--- config.mk ---
export PLATFORM = sky130hd
export DESIGN_NAME = alu_issue_ctrl
export DESIGN_NICKNAME = d
export VERILOG_FILES = /design/src/rtl/alu_issue_ctrl_pkg.sv /design/src/rtl/alu_issue_decode.sv /design/src/rtl/alu_issue_ctrl.sv
export SDC_FILE = /design/constraint.sdc
export NUM_CORES = 1
export LEC_CHECK = 0
export ABC_AREA = 1
export CORE_ASPECT_RATIO = 0.8
export CORE_UTILIZATION = 45
export DETAILED_ROUTE_END_ITERATION = 7
export HOLD_SLACK_MARGIN = 0.15
export PLACE_DENSITY_LB_ADDON = 0.15
export SKIP_CTS_REPAIR_TIMING = 1
export SLEW_MARGIN = 20
export SYNTH_ARGS = -nofsm -noshare
export SYNTH_HDL_FRONTEND = slang
export SYNTH_SLANG_ARGS = --single-unit
--- constraint.sdc ---
create_clock -name clk -period 12.2 [get_ports clk]
set_clock_uncertainty 0.15 [all_clocks]
set_input_delay 2.44 -clock clk [delete_from_list [all_inputs] [get_ports clk]]
set_output_delay 2.44 -clock clk [all_outputs]
set_load 0.03 [all_outputs]
--- src/rtl/alu_issue_ctrl_pkg.sv ---
// ---------------------------------------------------------------------------
// alu_issue_ctrl_pkg
//   Shared constants and types for the ALU issue controller:
//   - RV32I opcodes handled by this unit (register, immediate, LUI)
//   - ALU func3 operation codes understood by the external ALU
//   - FSM state encoding (plain localparams)
//   - dec_t: decoded instruction bundle handed from decoder to controller
// ---------------------------------------------------------------------------
package alu_issue_ctrl_pkg;

    localparam logic [6:0] OP_R   = 7'b0110011;
    localparam logic [6:0] OP_I   = 7'b0010011;
    localparam logic [6:0] OP_LUI = 7'b0110111;

    localparam logic [2:0] F3_ADD  = 3'b000;
    localparam logic [2:0] F3_SLL  = 3'b001;
    localparam logic [2:0] F3_SLT  = 3'b010;
    localparam logic [2:0] F3_PASS = 3'b011;
    localparam logic [2:0] F3_XOR  = 3'b100;
    localparam logic [2:0] F3_SR   = 3'b101;
    localparam logic [2:0] F3_OR   = 3'b110;
    localparam logic [2:0] F3_AND  = 3'b111;

    localparam logic [6:0] F7_BASE = 7'b0000000;
    localparam logic [6:0] F7_ALT  = 7'b0100000;

    localparam logic [1:0] ST_IDLE = 2'b00;
    localparam logic [1:0] ST_EXEC = 2'b01;
    localparam logic [1:0] ST_WB   = 2'b10;

    typedef struct packed {
        logic [31:0] op1;
        logic [31:0] op2;
        logic [2:0]  func3;
        logic        subsra;
        logic [4:0]  rd;
        logic        illegal;
    } dec_t;

    function automatic logic is_shift(input logic [2:0] f3);
        return (f3 == F3_SLL) || (f3 == F3_SR);
    endfunction

endpackage

--- src/rtl/alu_issue_decode.sv ---
// ---------------------------------------------------------------------------
// alu_issue_decode
//   Combinational decode of an RV32I R-type, I-type ALU or LUI instruction
//   into ALU operands and controls.
// Ports
//   instr    in  32  instruction word
//   rs1_val  in  32  rs1 register value
//   rs2_val  in  32  rs2 register value
//   dec      out     {op1, op2, func3, subsra, rd, illegal}
// ---------------------------------------------------------------------------
module alu_issue_decode
    import alu_issue_ctrl_pkg::*;
(
    input  logic [31:0] instr,
    input  logic [31:0] rs1_val,
    input  logic [31:0] rs2_val,
    output dec_t        dec
);

    logic [6:0] opcode;
    logic [2:0] f3;
    logic [6:0] f7;
    logic       f7b5;

    assign opcode = instr[6:0];
    assign f3     = instr[14:12];
    assign f7     = instr[31:25];
    assign f7b5   = instr[30];

    always_comb begin
        // NOTE: every field gets a default before the case so that no path
        // leaves a field unassigned, which would infer a latch.
        dec         = '0;
        dec.rd      = instr[11:7];
        dec.func3   = f3;

        case (opcode)
            OP_R: begin
                dec.op1     = rs1_val;
                dec.op2     = rs2_val;
                // Only add/sub and the right shifts have an alternate form.
                dec.subsra  = f7b5 && ((f3 == F3_ADD) || (f3 == F3_SR));
                dec.illegal = (f3 == F3_PASS)
                           || ((f7 != F7_BASE) && (f7 != F7_ALT))
                           || (f7b5 && (f3 != F3_ADD) && (f3 != F3_SR));
            end
            OP_I: begin
                dec.op1     = rs1_val;
                dec.op2     = {{20{instr[31]}}, instr[31:20]};
                // instr[30] is an ordinary immediate bit except for srai;
                // addi never subtracts.
                dec.subsra  = f7b5 && (f3 == F3_SR);
                dec.illegal = (f3 == F3_PASS)
                           || ((f3 == F3_SLL) && (f7 != F7_BASE))
                           || ((f3 == F3_SR) && (f7 != F7_BASE) && (f7 != F7_ALT));
            end
            OP_LUI: begin
                dec.op1     = 32'd0;
                dec.op2     = {instr[31:12], 12'b0};
                dec.func3   = F3_PASS;
            end
            default: begin
                dec.illegal = 1'b1;
            end
        endcase

        // The ALU takes the full op2 as shift amount; keep only shamt.
        if (is_shift(dec.func3)) begin
            dec.op2 = {27'b0, dec.op2[4:0]};
        end
    end

endmodule

--- src/rtl/alu_issue_ctrl.sv ---
// ---------------------------------------------------------------------------
// alu_issue_ctrl
//   Initiator side of the single-cycle ALU interface. Accepts a decoded
//   register bundle, drives registered ALU operands/controls for one EXEC
//   cycle, captures ALUresult and offers it to writeback.
//   Sequence: IDLE -(accept, legal)-> EXEC -> WB -(handshake)-> IDLE
//             IDLE -(accept, illegal)-> WB (wb_err=1, wb_data=0)
// Ports
//   clk, rst                      clock, async active-high reset
//   in_valid/in_ready             instruction bundle handshake
//   in_instr, in_rs1_val, in_rs2_val   bundle contents
//   ALUop1, ALUop2, ALUfunc3, ALUsubsra  registered ALU inputs
//   ALUresult                     combinational ALU result
//   wb_valid/wb_ready             writeback handshake
//   wb_rd, wb_data, wb_err        writeback payload
//   retired                       wrapping count of wb handshakes
// ---------------------------------------------------------------------------
module alu_issue_ctrl
    import alu_issue_ctrl_pkg::*;
#(
    parameter int CNT_W = 16
) (
    input  logic             clk,
    input  logic             rst,
    input  logic             in_valid,
    output logic             in_ready,
    input  logic [31:0]      in_instr,
    input  logic [31:0]      in_rs1_val,
    input  logic [31:0]      in_rs2_val,
    output logic [31:0]      ALUop1,
    output logic [31:0]      ALUop2,
    output logic [2:0]       ALUfunc3,
    output logic             ALUsubsra,
    input  logic [31:0]      ALUresult,
    output logic             wb_valid,
    input  logic             wb_ready,
    output logic [4:0]       wb_rd,
    output logic [31:0]      wb_data,
    output logic             wb_err,
    output logic [CNT_W-1:0] retired
);

    logic [1:0] state;
    dec_t       dec;
    logic       accept;
    logic       wb_fire;

    alu_issue_decode u_decode (
        .instr   (in_instr),
        .rs1_val (in_rs1_val),
        .rs2_val (in_rs2_val),
        .dec     (dec)
    );

    // Gated by rst so upstream never sees ready while the unit is held.
    assign in_ready = (state == ST_IDLE) && !rst;
    assign accept   = in_valid && in_ready;
    assign wb_fire  = wb_valid && wb_ready;

    // NOTE: sequential state uses non-blocking assignments only, so every
    // register samples pre-edge values regardless of statement order.
    always_ff @(posedge clk or posedge rst) begin
        if (rst) begin
            state     <= ST_IDLE;
            ALUop1    <= '0;
            ALUop2    <= '0;
            ALUfunc3  <= '0;
            ALUsubsra <= 1'b0;
            wb_valid  <= 1'b0;
            wb_rd     <= '0;
            wb_data   <= '0;
            wb_err    <= 1'b0;
            retired   <= '0;
        end else begin
            case (state)
                ST_IDLE: begin
                    if (accept) begin
                        wb_rd <= dec.rd;
                        if (dec.illegal) begin
                            // Skip EXEC: report the error straight away.
                            wb_valid <= 1'b1;
                            wb_err   <= 1'b1;
                            wb_data  <= '0;
                            state    <= ST_WB;
                        end else begin
                            ALUop1    <= dec.op1;
                            ALUop2    <= dec.op2;
                            ALUfunc3  <= dec.func3;
                            ALUsubsra <= dec.subsra;
                            wb_err    <= 1'b0;
                            state     <= ST_EXEC;
                        end
                    end
                end
                ST_EXEC: begin
                    // x0 is hardwired to zero; the op still runs on the ALU.
                    wb_data  <= (wb_rd == 5'd0) ? 32'd0 : ALUresult;
                    wb_valid <= 1'b1;
                    state    <= ST_WB;
                end
                ST_WB: begin
                    // Payload registers are untouched here, so they hold
                    // steady under backpressure.
                    if (wb_fire) begin
                        wb_valid <= 1'b0;
                        retired  <= retired + CNT_W'(1);
                        state    <= ST_IDLE;
                    end
                end
                default: begin
                    state <= ST_IDLE;
                end
            endcase
        end
    end

endmodule
==> run metrics, run 1 <==
run status complete, no violations; Tot Pwr 0.001145 W; Iteration-0 DRC Markers roughly 340; pre-CTS WS 5.839 ns; cells along the critical path clkdlybuf4s50_1, nor2_1, clkdlybuf4s50_1; Die Span Y approximately 100 um; Top Ports roughly 260; syn avg cell area between 8 and 9 um2; worst hold path type flip-flop to flip-flop; peak supply drop about 0.11 mV; Clock H-tree levels 4; FF-to-FF End wb_data[30]$_DFFE_PP0P_; CP Class input pin to primary output; cell area after synthesis between 5000 and 6000 um2; Warnings, synthesis 0; minimum clock period roughly 6.3 ns; worst path required time 9.61 ns; clk root buf clkbuf_16; total grt overflow 0; register area share after synthesis 0.5602; routing usage on met2 0.4628; largest net degree at the start of global routing about 130; WL final about 17 mm; Lkg Pwr approximately 4 nW; RSZ-0062 raised after global routing false; most used cell, CP clkdlybuf4s50_1; Port Buf Inserts 255; Final Hold Violating Endpoints 0; Max Cap Violations 0; Max transition margin 0.3347; CTS Buf Count 17; max incr delay on CP just under 0.7 ns; Final period util 0.5205; Area Growth Syn to Fin 56.49%; layout cells sized above 1 0.05371; ANT nets after route 0; fin nets ~1100; routed length per instance 15.30 um; initial antenna violation count 0; TNS Setup 0 ns; Critical path destination in_ready; Max Fclk roughly 160 MHz; Synth area leader dfrtp_1; worst setup margin around 5.9 ns; vias in the first global route between 5000 and 6000; clk sinks around 130; arrival time at the worst endpoint 3.76 ns; post-DR vias/cell slightly above 5; Mapped Nets 806; Yosys top cell area share 0.5602; reg2reg setup slack 9.47 ns; Worst Max-Slew Pin Slew around 1 ns; gr usage total 0.2657; Final Wtd Congestion 0.8446; first-pass GRT wire length approximately 26 mm; die area 12860 um2; initial core utilization 0.4740; Critical path origin rst; Mapped Cells 673; Site Rows 35; commonest non-fill, non-tap cells in the layout nand2_1, clkdlybuf4s50_1, dfrtp_1, o21ai_1, nand3_1; core region area around 12000 um2; Vias 5464; r2r worst-path depth 8; deepest clock path buffer count 2; ranking of synthesized cells by area dfrtp_1, nand2_1, o21ai_1; PD cells 131.1 nW/um2; Top delay family on crit path buffers and inverters; first drt pass iteration count 5; Die Wd 126.5 um; Antenna Cells 0; clock slew at reported path FFs 0.06 ns; busiest grt layer met2; final setup violation count 0; Max Slew Vio Count 0; hold path startpoint wb_data[12]$_DFFE_PP0P_; most common cell after layout, fill and taps aside nand2_1; met3 Usage GRT 0.07924; worst r2r src state[1]$_DFFE_PP0P_; Max FO, Critical Path 3; CP startpoint kind input pin; Buf+Inv Stages, Crit Path 2; detailed placer's ending HPWL between 10 and 15 mm; CTS tree built; CP max stage cell clkdlybuf4s50_1; #FFs+latches synth around 130; clock latency on the worst-skew pair between 0.4 and 0.5 ns; hold path depth 2; met1 usage 0.3132; Residual DRC 0; synth unique cells 32; Crit. path cell count 3; CP endpoint kind primary output
==> synth_stat cells, drive strengths merged <==
library cell and n:
a21oi 1, a22o 11, buf 19, clkbuf 14, dfrtp 125, ha 1
inv 30, nand2 317, nand3 38, nand4 4, nor2 22, nor3 4
nor3b 2, o211ai 4, o21a 1, o21ai 64, o311ai 1, or2 1
xnor2 9, xor2 5
==> worst min path at each step <==
stage,end
6_report,wb_data[12]$_DFFE_PP0P_
5_1_grt,wb_data[29]$_DFFE_PP0P_
4_1_cts,wb_data[17]$_DFFE_PP0P_
3_5_place_dp,wb_data[29]$_DFFE_PP0P_
3_3_place_gp,wb_data[7]$_DFFE_PP0P_
2_1_floorplan,state[1]$_DFFE_PP0P_
==> report_power, final <==
part           switching (W)  internal (W)
Clock               0.000193      0.000261
Sequential         0.0000198      0.000439
Combinational       0.000135     0.0000979
Total               0.000347      0.000798
==> flip-flops by register name, indices dropped and copies added (netlist names) <==
name,count
ALUop1,32
ALUsubsra,1
state,2
ALUop2,32
retired,16
ALUfunc3,3
wb_valid,1
wb_rd,5
wb_err,1
wb_data,32
==> metal layers <==
metal | vias up | routed length, um | share of wire
li1 | 2628 | - | -
met1 | 2577 | 6402 | 0.39
met2 | 229 | 8378 | 0.51
met3 | 30 | 1394 | 0.084
met4 | 0 | 334 | 0.020
met5 | - | 0 | 0
==> cell families after synthesis <==
group                      count (synthesis)  share of synthesized area
AOI/OAI and AO/OA                         82                    0.08380
xor gates and xnor gates                  14                    0.02196
adders and majority gates                  1                   0.002240
buffers and inverters                     63                    0.05131
DFF                                      125                     0.5602
and+or+nand+nor                          388                     0.2805
==> final cells by class <==
cell class	instances	area, um2
flip-flops and latches	125	3128
fillers	847	3042
repair buffers	259	2594
multi-input cells	485	2176
clock buffers	17	425.4
well taps	148	185.2
clock inverters	15	115.1
inverters	30	115.1
==> per-stage QoR <==
stage / cell area (um2) / std cells / utilization / hold WS (ns)
finish: 8738 / 1079 / 0.7418 / 0.3187
global route: 8738 / 1079 / 0.7418 / 0.3352
CTS: 8720 / 1078 / 0.7402 / 0.3227
detailed placement: 8179 / 1046 / 0.6943 / 0.3070
global placement: 8179 / 1046 / 0.6943 / 0.3033
floorplan: 5584 / 673 / - / 0.3812
==> worst reg2reg max path, delay by kind of cell (launching register included) <==
kind | cells | cell delay [ns]
AND/OR/NAND/NOR | 6 | 1.80
flip-flops | 1 | 0.39
buffers and inverters | 2 | 0.28
Power figures use the tool's default switching activity.
==> run 2, diff against run 1 <==
--- a/config.mk
+++ b/config.mk
@@ -7,7 +7,7 @@
 export LEC_CHECK = 0
 export ABC_AREA = 1
 export CORE_ASPECT_RATIO = 0.8
-export CORE_UTILIZATION = 45
+export CORE_UTILIZATION = 42
 export DETAILED_ROUTE_END_ITERATION = 7
 export HOLD_SLACK_MARGIN = 0.15
 export PLACE_DENSITY_LB_ADDON = 0.15
==> constraint.sdc (replaced) <==
create_clock -name clk -period 5.9 [get_ports clk]
set_clock_uncertainty 0.15 [all_clocks]
set_input_delay 1.18 -clock clk [delete_from_list [all_inputs] [get_ports clk]]
set_output_delay 1.18 -clock clk [all_outputs]
set_load 0.03 [all_outputs]
==> run 2 against run 1 <==
Net effect:
- total power up 120%
- sequential power increased by 110%
- worst hold slack worse by 0.0013 ns
- non-clock buffer count up 3
==> run metrics, run 2 (synthesis results as in run 1) <==
die area 13760 um2 (was 12860 um2); Iteration-0 DRC Markers 331 (was 335); WL final 16.13 mm (was 16.51 mm); detailed placer's ending HPWL 11.73 mm (was 11.70 mm); Top delay family on crit path buffers and inverters (unchanged); post-DR vias/cell 4.823 (was 5.064); PD cells 280.8 nW/um2 (was 131.1 nW/um2); total grt overflow 0 (unchanged); deepest clock path buffer count 2 (unchanged); worst path required time 4.57 ns (was 9.61 ns); ANT nets after route 0 (unchanged); initial antenna violation count 0 (unchanged); cells along the critical path clkdlybuf4s50_1, nor2_1, clkdlybuf4s50_1 (unchanged); Port Buf Inserts 255 (unchanged); clk root buf clkbuf_16 (unchanged); layout cells sized above 1 0.05567 (was 0.05371); clk sinks 125 (unchanged); Max Fclk ~260 MHz; vias in the first global route 5368 (was 5400); CTS Buf Count 17 (unchanged); CTS tree built (unchanged); pre-CTS WS 1.811 ns (was 5.839 ns); Lkg Pwr 4.003 nW (was 3.963 nW); initial core utilization 0.4323 (was 0.4740); Worst Hold End wb_data[1]$_DFFE_PP0P_ (was wb_data[12]$_DFFE_PP0P_); run status complete, no violations (unchanged); largest net degree at the start of global routing 73 (was 128); routed length per instance 14.55 um (was 15.30 um); RSZ-0062 raised after global routing false (unchanged); clock slew at reported path FFs 0.06 ns (about the same); peak supply drop 0.1748 mV (was 0.1108 mV); CP max stage cell clkdlybuf4s50_1 (unchanged); Worst Max-Slew Pin Slew 0.9444 ns (was 0.9943 ns); Max Cap Violations 0 (unchanged); Antenna Cells 0 (unchanged); FF-to-FF End ALUop1[6]$_DFFE_PP0P_ (was wb_data[30]$_DFFE_PP0P_); core region area 12920 um2 (was 11780 um2); gr usage total 0.2459 (was 0.2657); Buf+Inv Stages, Crit Path 2 (unchanged); worst hold path type flip-flop to flip-flop (unchanged); arrival time at the worst endpoint 2.50 ns (was 3.76 ns); final setup violation count 0 (unchanged); fin nets 1054 (was 1051); Final Hold Violating Endpoints 0 (unchanged); Final period util 0.6493; hold path startpoint wb_data[1]$_DFFE_PP0P_ (was wb_data[12]$_DFFE_PP0P_); commonest non-fill, non-tap cells in the layout nand2_1, clkdlybuf4s50_1, dfrtp_1, o21ai_1, nand3_1 (unchanged); Final Wtd Congestion 0.8336 (was 0.8446); minimum clock period around 3.8 ns; worst setup margin 2.069 ns (was 5.850 ns); Finished Layout Cells 1109 (was 1079); most common cell after layout, fill and taps aside nand2_1 (unchanged); Max FO, Critical Path 3 (unchanged); most used cell, CP clkdlybuf4s50_1 (unchanged); biggest regs ALUop1 (32), ALUop2 (32), wb_data (32) (unchanged); Residual DRC 0 (unchanged); Clock H-tree levels 4 (unchanged); Site Rows 37 (was 35); CP startpoint kind input pin (unchanged); Die Wd 130.9 um (was 126.5 um); Die Span Y 105.1 um (was 101.6 um); max incr delay on CP 0.69 ns (was 0.68 ns); placed cells 1077 (was 1046); clock latency on the worst-skew pair 0.41 ns (about the same); CP endpoint kind primary output (unchanged); hold path depth 2 (unchanged); reg2reg setup slack 3.10 ns (was 9.47 ns); worst r2r src state[0]$_DFFE_PP0P_ (was state[1]$_DFFE_PP0P_); TNS Setup 0 ns (unchanged); first drt pass iteration count 4 (was 5); first-pass GRT wire length 25.75 mm (was 26.34 mm); Max transition margin 0.3697 (was 0.3347); Fill cells 989 (was 847); Max Slew Vio Count 0 (unchanged); CP Class input pin to primary output (unchanged); Vias 5349 (was 5464); r2r worst-path depth 7 (was 8); final hold slack 0.3174 ns (was 0.3187 ns); Area Growth Syn to Fin 58.50% (was 56.49%); Top Ports 256 (unchanged)
-- run 2: metal layers --
metal,routed length [um],vias up,part of all wire,track usage
met2,7584,195,0.47,0.3908
li1,-,2636,-,-
met1,6772,2478,0.42,0.2934
met5,0,-,0,0
met4,531,0,0.033,0.1182
met3,1242,40,0.077,0.08858
-- run 2: layout make-up --
| type | count | area, um2 | share of cell area |
|---|---|---|---|
| Clock buffer | 19 | 442.9 | 0.05004 |
| Clock inverter | 13 | 165.2 | 0.01866 |
| Inverter | 30 | 115.1 | 0.01301 |
| Multi-Input combinational cell | 485 | 2176 | 0.2458 |
| Sequential cell | 125 | 3128 | 0.3534 |
| Tap cell | 175 | 219.0 | 0.02474 |
| Timing Repair Buffer | 262 | 2605 | 0.2943 |
-- run 2: tightest hold or removal path: stages, from the launching register on --
cell and delay (ns):
dfrtp_1 0.34, nand2_1 0.05, nand2_1 0.04
-- run 2: stage by stage --
stage,total power (W),utilization,area [um2]
2_1_floorplan,0.001204,-,5584
3_3_place_gp,0.001434,0.6382,8243
3_5_place_dp,0.001442,0.6382,8243
4_1_cts,0.002516,0.6853,8851
5_1_grt,0.002599,0.6853,8851
6_report,0.002486,0.6853,8851
-- run 2: how the worst max path moves through the flow --
stage / startpoint / slack, ns / end / cells after the start
floorplan: rst / 1.24 / ALUfunc3[0]$_DFFE_PP0P_ / 1
finish: rst / 2.07 / in_ready / 3
CTS: rst / 2.07 / in_ready / 3
global route: in_instr[3] / 2.03 / ALUop1[6]$_DFFE_PP0P_ / 11
global placement: in_instr[3] / 1.98 / ALUsubsra$_DFFE_PP0P_ / 11
detailed placement: in_instr[3] / 1.81 / ALUop1[4]$_DFFE_PP0P_ / 11
-- run 2: power breakdown --
part           total [W]  internal (W)  switching, W
registers       0.000950      0.000908     0.0000426
logic           0.000475      0.000202      0.000272
clock network    0.00106      0.000677      0.000383
==> run 3, diff against run 2 <==
--- a/config.mk
+++ b/config.mk
@@ -7,7 +7,7 @@
 export LEC_CHECK = 0
 export ABC_AREA = 1
 export CORE_ASPECT_RATIO = 0.8
-export CORE_UTILIZATION = 42
+export CORE_UTILIZATION = 38
 export DETAILED_ROUTE_END_ITERATION = 7
 export HOLD_SLACK_MARGIN = 0.15
 export PLACE_DENSITY_LB_ADDON = 0.15
==> constraint.sdc (replaced) <==
create_clock -name clk -period 3.39 [get_ports clk]
set_clock_uncertainty 0.15 [all_clocks]
set_input_delay 0.678 -clock clk [delete_from_list [all_inputs] [get_ports clk]]
set_output_delay 0.678 -clock clk [all_outputs]
set_load 0.03 [all_outputs]
==> run 3 against run 2 <==
Net effect:
- cell count rose by 1.2%
- clock power rose by 64%
- critical path type unchanged
- critical path depth unchanged
- sequential power increased by 74%
- register-to-register slack lost 1.8 ns
- cell area increased by 0.48%
- worst hold slack gained 0.0011 ns
- critical endpoint unchanged
- worst setup slack got worse by 1.6 ns
- sequential cell count did not move
- total power grew 71%
- utilization down 6.3 points
==> run metrics, run 3 (synthesis results as in run 1) <==
initial core utilization 0.3906 (was 0.4323); worst hold path type flip-flop to flip-flop (unchanged); Antenna Cells 0 (unchanged); peak supply drop 0.3571 mV (was 0.1748 mV); CTS tree built (unchanged); Max transition margin 0.3639 (was 0.3697); deepest clock path buffer count 2 (unchanged); Worst Max-Slew Pin Slew 0.9531 ns (was 0.9444 ns); Buf+Inv Stages, Crit Path 2 (unchanged); CTS Buf Count 17 (unchanged); fin nets 1058 (was 1054); Top Ports 256 (unchanged); clock latency on the worst-skew pair 0.41 ns (about the same); routing usage on met2 0.3474 (was 0.3908); CP endpoint kind primary output (unchanged); met3 Usage GRT 0.07071 (was 0.08858); first drt pass iteration count 4 (unchanged); CP max stage cell clkdlybuf4s50_1 (unchanged); final setup violation count 0 (unchanged); Max FO, Critical Path 3 (unchanged); minimum clock period between 2 and 3 ns; gr usage total 0.2225 (was 0.2459); TNS Setup 0 ns (unchanged); combinational share of power 0.204 (was 0.191); met1 usage 0.2794 (was 0.2934); Final Wtd Congestion 0.8166 (was 0.8336); CP startpoint kind input pin (unchanged); Psw 0.001200 W (was 0.0006981 W); Vias 5349 (unchanged); PD cells 479.1 nW/um2 (was 280.8 nW/um2); Max Fclk around 350 MHz; Top delay family on crit path buffers and inverters (unchanged); Die Span Y 110.4 um (was 105.1 um); Port Buf Inserts 255 (unchanged); WL final 16.10 mm (was 16.13 mm); final core utilization 0.6220 (was 0.6853); vias in the first global route 5277 (was 5368); largest net degree at the start of global routing 83 (was 73); initial antenna violation count 0 (unchanged); Die Wd 137.5 um (was 130.9 um); layout cells sized above 1 0.05650 (was 0.05567); clk sinks 125 (unchanged); clock slew at reported path FFs 0.06 ns (about the same); core region area 14300 um2 (was 12920 um2); biggest regs ALUop1 (32), ALUop2 (32), wb_data (32) (unchanged); Int Pwr 0.003060 W (was 0.001787 W); RSZ-0062 raised after global routing false (unchanged); sw frac 0.2818 (was 0.2809); Final period util 0.8492; clk root buf clkbuf_16 (unchanged); Max Slew Vio Count 0 (unchanged); Reg power frac 0.388 (was 0.382); Area Growth Syn to Fin 59.27% (was 58.50%); Final Hold Violating Endpoints 0 (unchanged); Clock H-tree levels 4 (unchanged); post-DR vias/cell 4.767 (was 4.823); worst path required time 2.56 ns (was 4.57 ns); Fill cells 1222 (was 989); commonest non-fill, non-tap cells in the layout nand2_1, clkdlybuf4s50_1, dfrtp_1, o21ai_1, nand3_1 (unchanged); Site Rows 39 (was 37); most common cell after layout, fill and taps aside nand2_1 (unchanged); power share of the clock group 0.408 (was 0.427); total grt overflow 0 (unchanged); ANT nets after route 0 (unchanged); run status complete, no violations (unchanged); Residual DRC 0 (unchanged); max incr delay on CP 0.70 ns (was 0.69 ns); die area 15190 um2 (was 13760 um2); Max Cap Violations 0 (unchanged); most used cell, CP clkdlybuf4s50_1 (unchanged); Iteration-0 DRC Markers 262 (was 331); first-pass GRT wire length 26.06 mm (was 25.75 mm); detailed placer's ending HPWL 11.63 mm (was 11.73 mm); arrival time at the worst endpoint 2.05 ns (was 2.50 ns); Lkg Pwr 4.021 nW (was 4.003 nW); busiest grt layer met2 (unchanged); cells along the critical path clkdlybuf4s50_1, nor2_1, clkdlybuf4s50_1 (unchanged); routed length per instance 14.35 um (was 14.55 um); CP Class input pin to primary output (unchanged)
## run 3: changes by cell type in the layout (fill, tap and decap cells not counted)
cell	delta
buf_12	+3
clkbuf_1	+3
inv_6	-2
buf_4	+1
bufinv_16	-1
clkinv_2	+1
clkinv_4	+1
clkinvlp_4	-1
inv_4	-1
## run 3: final timing paths
path / from / cells past startpoint / to / slack, ns
max in group asynchronous: rst / 3 / ALUop1[30]$_DFFE_PP0P_ / 2.08
min in group asynchronous: rst / 3 / retired[3]$_DFFE_PP0P_ / 0.70
max reg2reg: state[1]$_DFFE_PP0P_ / 9 / wb_data[28]$_DFFE_PP0P_ / 1.29
min reg2reg: wb_data[2]$_DFFE_PP0P_ / 2 / wb_data[2]$_DFFE_PP0P_ / 0.32
max: rst / 3 / in_ready / 0.51
min: wb_data[2]$_DFFE_PP0P_ / 2 / wb_data[2]$_DFFE_PP0P_ / 0.32
## run 3: worst reg2reg max path: cells and delay by family (launching register included)
family / cells / cell delay [ns]
simple gates: 6 / 1.00
buf+inv: 3 / 0.47
flops: 1 / 0.38
## run 3: area by class of cell
type                       count  area, um2  share of cell area
sequential                   125       3128              0.3517
timing repair buffer         266       2673              0.3005
multi-input combinational    485       2176              0.2447
clock buffer                  22      454.2             0.05107
tap                          184      230.2             0.02589
clock inverter                10      116.4             0.01308
inverter                      30      116.4             0.01308
## run 3: through the flow
stage	setup slack, ns	cell area (um2)	std cells	hold slack (ns)	power, W
6_report	0.5111	8894	1122	0.3185	0.004261
4_1_cts	0.5009	8894	1122	0.3220	0.004313
5_1_grt	0.4878	8894	1122	0.3499	0.004445
3_5_place_dp	0.2980	8323	1090	0.3071	0.002555
2_1_floorplan	1.023	5588	673	0.3812	0.002096
3_3_place_gp	0.4248	8323	1090	0.3034	0.002534
## run 3: per-layer routing
metal | share of wire | vias to the layer above
met5 | 0 | -
met4 | 0.024 | 0
met3 | 0.087 | 31
met2 | 0.46 | 182
met1 | 0.42 | 2489
li1 | - | 2647
## run 3: power by group through the flow
stage / combinational (W) / clock (W) / sequential [W]
after CTS: 0.000882 / 0.00178 / 0.00165
after global placement: 0.000863 / 0 / 0.00167
final: 0.000870 / 0.00174 / 0.00165
after global routing: 0.000930 / 0.00185 / 0.00167
after detailed placement: 0.000878 / 0 / 0.00168
after floorplan: 0.000272 / 0 / 0.00182
